**src/rtl/trigger_responder.sv**
```systemverilog
// Slave side of the trigger/done handshake: runs a fixed-length accumulate job
// per request and keeps one request pending while busy.
module trigger_responder #(
    parameter int WIDTH   = 4,
    parameter int LATENCY = 8
) (
    input  logic             clk,
    input  logic             rst,
    input  logic             trigger,
    input  logic [WIDTH-1:0] operand,
    input  logic [WIDTH-1:0] step,
    output logic             done,
    output logic [WIDTH-1:0] slave_out,
    output logic             busy,
    output logic             overrun,
    output logic [7:0]       job_count
);

    typedef enum logic [1:0] {IDLE, RUN, DONE} state_t;

    localparam logic [7:0] CNT_INIT = 8'(LATENCY - 1);

    state_t           state_q, state_d;
    logic [WIDTH-1:0] acc_q, acc_d;
    logic [WIDTH-1:0] step_q, step_d;
    logic [7:0]       cnt_q, cnt_d;
    logic             pend_valid_q, pend_valid_d;
    logic [WIDTH-1:0] pend_op_q, pend_op_d;
    logic [WIDTH-1:0] pend_step_q, pend_step_d;
    logic [WIDTH-1:0] slave_out_q, slave_out_d;
    logic             overrun_q, overrun_d;
    logic [7:0]       job_count_q, job_count_d;
    logic [WIDTH-1:0] acc_sum;

    assign acc_sum = acc_q + step_q;

    always_ff @(posedge clk or posedge rst) begin
        if (rst) begin
            state_q      <= IDLE;
            acc_q        <= '0;
            step_q       <= '0;
            cnt_q        <= '0;
            pend_valid_q <= 1'b0;
            pend_op_q    <= '0;
            pend_step_q  <= '0;
            slave_out_q  <= '0;
            overrun_q    <= 1'b0;
            job_count_q  <= '0;
        end else begin
            state_q      <= state_d;
            acc_q        <= acc_d;
            step_q       <= step_d;
            cnt_q        <= cnt_d;
            pend_valid_q <= pend_valid_d;
            pend_op_q    <= pend_op_d;
            pend_step_q  <= pend_step_d;
            slave_out_q  <= slave_out_d;
            overrun_q    <= overrun_d;
            job_count_q  <= job_count_d;
        end
    end

    always_comb begin
        state_d      = state_q;
        acc_d        = acc_q;
        step_d       = step_q;
        cnt_d        = cnt_q;
        pend_valid_d = pend_valid_q;
        pend_op_d    = pend_op_q;
        pend_step_d  = pend_step_q;
        slave_out_d  = slave_out_q;
        overrun_d    = overrun_q;
        job_count_d  = job_count_q;

        unique case (state_q)
            IDLE: begin
                if (trigger) begin
                    acc_d   = operand;
                    step_d  = step;
                    cnt_d   = CNT_INIT;
                    state_d = RUN;
                end
            end
            RUN: begin
                acc_d = acc_sum;
                if (cnt_q == 8'd0) begin
                    slave_out_d = acc_sum;
                    state_d     = DONE;
                end else begin
                    cnt_d = cnt_q - 8'd1;
                end
                // One request may wait in the slot; anything beyond is lost.
                if (trigger) begin
                    if (!pend_valid_q) begin
                        pend_valid_d = 1'b1;
                        pend_op_d    = operand;
                        pend_step_d  = step;
                    end else begin
                        overrun_d = 1'b1;
                    end
                end
            end
            DONE: begin
                job_count_d = job_count_q + 8'd1;
                if (pend_valid_q) begin
                    acc_d        = pend_op_q;
                    step_d       = pend_step_q;
                    cnt_d        = CNT_INIT;
                    state_d      = RUN;
                    pend_valid_d = trigger;
                    if (trigger) begin
                        pend_op_d   = operand;
                        pend_step_d = step;
                    end
                end else if (trigger) begin
                    acc_d   = operand;
                    step_d  = step;
                    cnt_d   = CNT_INIT;
                    state_d = RUN;
                end else begin
                    state_d = IDLE;
                end
            end
            default: state_d = IDLE;
        endcase
    end

    assign done      = (state_q == DONE);
    assign busy      = (state_q != IDLE);
    assign slave_out = slave_out_q;
    assign overrun   = overrun_q;
    assign job_count = job_count_q;

endmodule

```
**config.mk**
```make
export PLATFORM = sky130hd
export DESIGN_NAME = trigger_responder
export DESIGN_NICKNAME = d
export VERILOG_FILES = /design/src/rtl/trigger_responder.sv
export SDC_FILE = /design/constraint.sdc
export NUM_CORES = 1
export LEC_CHECK = 0
export ABC_AREA = 1
export BUFFER_PORTS_ARGS = -buffer_cell sky130_fd_sc_hd__buf_2
export CAP_MARGIN = 10
export CELL_PAD_IN_SITES_DETAIL_PLACEMENT = 0
export CELL_PAD_IN_SITES_GLOBAL_PLACEMENT = 2
export CORE_UTILIZATION = 38
export DETAILED_ROUTE_END_ITERATION = 10
export GPL_ROUTABILITY_DRIVEN = 0
export HOLD_SLACK_MARGIN = 0.05
export PLACE_DENSITY = 0.93
export SYNTH_ARGS = -nofsm -noshare
export SYNTH_HDL_FRONTEND = slang
export SYNTH_SLANG_ARGS = --single-unit
```
**constraint.sdc**
```tcl
create_clock -name clk -period 3.38 [get_ports clk]
set_input_delay 0.338 -clock clk [delete_from_list [all_inputs] [get_ports clk]]
set_output_delay 0.338 -clock clk [all_outputs]
set_load 0.05 [all_outputs]
```
==> impl_metrics.ini <==
[worst_setup_path]
start_kind = register
criticalPathCategory = register to output port
critical_path_peak_fanout = 8
timing.critical_path.arrival_ps = 1500
worst-endpoint-required_ps = 3040
endpoint_kind = output port

[power]
power_density_nw_per_um2 = 982
cellLeakagePower_nw = 1.35
power.ir.vdd_worst_uv = 385

[clock_tree]
clk_root_buffer_cell = sky130_fd_sc_hd__clkbuf_8
postCtsResizedCells = 0
cts_num_sinks = 40
post_cts_setup_repair_buffer_count = 0
cts.path.max_buffers = 2
tritoncts = yes
clock_latency_ps = 300
htree_levels = 2
clk_pin_slew_ps = 90
cts-buffers-inserted = 5
cts_hold_buffers = 0

[die]
fp.dieArea_sq_um = 6310
die_width_um = 79.4
initial_utilization = 0.404
dieHeight_um = 79.4
fp-row-count = 27
core_area_sq_um = 5640
design.portCount = 26

[drt]
vias_per_cell = 4.87
route.final.wire_length_um = 4960
met2WireLength_um = 2100
top_layer_used = met4
antenna_violating_nets_post_route = 0
detailroute.wirelength.met3_um = 151
drt-wirelength-per-cell_um = 13.3
wl_met1_um = 2540
post-route-drc-count = 0
vias = 1818
firstDrtPassIters = 4
drt_iter0_markers = 41

[placed_design]
numPortBuffers = 25
post-dp-hpwl_um = 3730

[finish]
num_antenna_cells = 0
final_nets = 321
layout-drive-gt1-share = 0.226
final_util = 0.459
synthToLayoutAreaGrowth_pct = 13.6

[global_routing]
grt_pass1_vias = 1873
antenna_found_initial = 0
grt_start_max_net_pins = 22
grt_overflow = 0
groute.usage.overall = 0.183
grt_pass1_wl_um = 8730

[synthesis]
synth_seq_area_share = 0.439
synth.net_count = 291
syn-mean-instance-area_sq_um = 8.44
synth_area_sq_um = 2280
synthesis.yosys.warnings = 0
synth.ff_latch_count = 40
synth_cell_types = 37
syn-instance-count = 270

[flow_run]
max_cap_violations = 0

[timing]
final-max-slew-violation-count = 0
timing.setup.tns_ps = 0
grt_setup_unrepaired = false
clock_skews_ps = 7.21
report.final.setup_viol = 0
final.period_utilization = 0.542
crit_path_time_final_ps = 1830
final_hold_violation_count = 0
max_clock_freq_mhz = 545
slew-limit-headroom = 0.492
max_slew.worst_pin.slew_ps = 761

[hold_path]
hp-class = primary input to async pin

[status]
status = complete, no violations
==> flip-flops by register name (all words and copies together), names as in the netlist <==
name and flops:
overrun 1, cnt_q 8, state_q 2, pend_op_q 4, slave_out 4, pend_step_q 4
pend_valid_q 1, job_count 8, acc_q 4, step_q 4
==> where the power goes <==
group          leakage, nW  total [W]  switching (W)  internal, W
Sequential           0.501   0.000778       0.000127     0.000651
Combinational        0.791    0.00136       0.000929     0.000431
Clock               0.0541   0.000404       0.000185     0.000219
Total                 1.35    0.00254        0.00124      0.00130
==> cells in the final DEF (no fill, tap or decap), drive strengths merged <==
| cell | count |
|---|---|
| a211oi | 4 |
| a21o | 1 |
| a21oi | 9 |
| a22oi | 2 |
| a31o | 1 |
| a31oi | 3 |
| buf | 26 |
| bufinv | 1 |
| clkbuf | 5 |
| clkinv | 2 |
| clkinvlp | 1 |
| dfrtp | 40 |
| fa | 1 |
| ha | 9 |
| inv | 37 |
| nand2 | 96 |
| nand3 | 8 |
| nand4 | 4 |
| nor2 | 11 |
| nor3 | 1 |
| nor3b | 1 |
| nor4 | 1 |
| o211ai | 2 |
| o21ai | 23 |
| o221ai | 1 |
| o31ai | 1 |
| xnor2 | 4 |
| xor2 | 6 |
==> kinds of logic (layout without fill, tap and decap cells) <==
| logic type | count (synthesis) | after routing | synth area share |
|---|---|---|---|
| adder cells (fa/ha/maj) | 10 | 10 | 0.0582 |
| AND/OR/NAND/NOR | 122 | 122 | 0.245 |
| buffers and inverters | 41 | 72 | 0.0763 |
| flip-flops | 40 | 40 | 0.439 |
| XOR/XNOR | 10 | 10 | 0.0384 |
| AO/OA/AOI/OAI | 47 | 47 | 0.142 |
==> critical path, stage by stage (launching register included) <==
cell and delay (ps):
sky130_fd_sc_hd__dfrtp_1 420, sky130_fd_sc_hd__inv_1 90, sky130_fd_sc_hd__ha_1 350, sky130_fd_sc_hd__buf_2 330
==> cells in the mapped netlist, drive strengths merged <==
master / number / area, sq um
a21o: 1 / 15.0
nor3: 1 / 5.00
nand3: 8 / 65.1
fa: 1 / 20.0
o31ai: 1 / 7.51
buf: 3 / 23.8
xor2: 6 / 52.6
dfrtp: 40 / 1000
clkinv: 1 / 8.76
a21oi: 9 / 52.6
o211ai: 2 / 15.0
a31oi: 3 / 18.8
a211oi: 4 / 30.0
nor4: 1 / 12.5
a31o: 1 / 8.76
o21ai: 23 / 153
nand4: 4 / 25.0
o221ai: 1 / 8.76
inv: 37 / 141
nor3b: 1 / 12.5
ha: 9 / 113
xnor2: 4 / 35.0
nand2: 96 / 385
a22oi: 2 / 15.0
nor2: 11 / 53.8
==> layer usage <==
layer  up-vias  global-route usage
met5         -                   0
met4         0              0.0782
met3        15              0.0526
met2        29               0.282
met1       844               0.238
li1        930                   -
==> metrics by stage <==
step / hold slack [ps] / instance area, sq um / setup WS (ps) / instances / power [W]
4_1_cts: 181 / 2590 / 1530 / 373 / 0.00256
2_1_floorplan: 441 / 2280 / 1460 / 270 / 0.00184
3_5_place_dp: 467 / 2480 / 1600 / 365 / 0.00214
6_report: 153 / 2590 / 1550 / 373 / 0.00254
5_1_grt: 217 / 2590 / 1410 / 373 / 0.00277
3_3_place_gp: 456 / 2480 / 1690 / 365 / 0.00213
==> path summary, 6_finish.rpt <==
| path | from | endpoint | slack (ps) | cells past startpoint |
|---|---|---|---|---|
| setup / recovery | state_q[0]$_DFFE_PP0P_ | done | 1550 | 3 |
| hold / removal | rst | step_q[3]$_DFFE_PP0P_ | 150 | 2 |
| setup reg to reg | state_q[0]$_DFFE_PP0P_ | acc_q[2]$_DFFE_PP0P_ | 1580 | 10 |
| hold reg to reg | cnt_q[2]$_DFFE_PP0P_ | cnt_q[2]$_DFFE_PP0P_ | 480 | 2 |
| max in group asynchronous | rst | state_q[1]$_DFFE_PP0P_ | 2460 | 3 |
| min in group clk | step[1] | pend_step_q[1]$_DFFE_PP0P_ | 280 | 3 |
==> cell type report <==
class / count / area, sq um
Sequential cell: 40 / 1000
Timing Repair Buffer: 26 / 133
Fill cell: 568 / 3050
Inverter: 38 / 150
Clock inverter: 3 / 42.5
Tap cell: 72 / 90.1
Multi-Input combinational cell: 189 / 1100
Clock buffer: 5 / 68.8
Power figures use the tool's default switching activity.
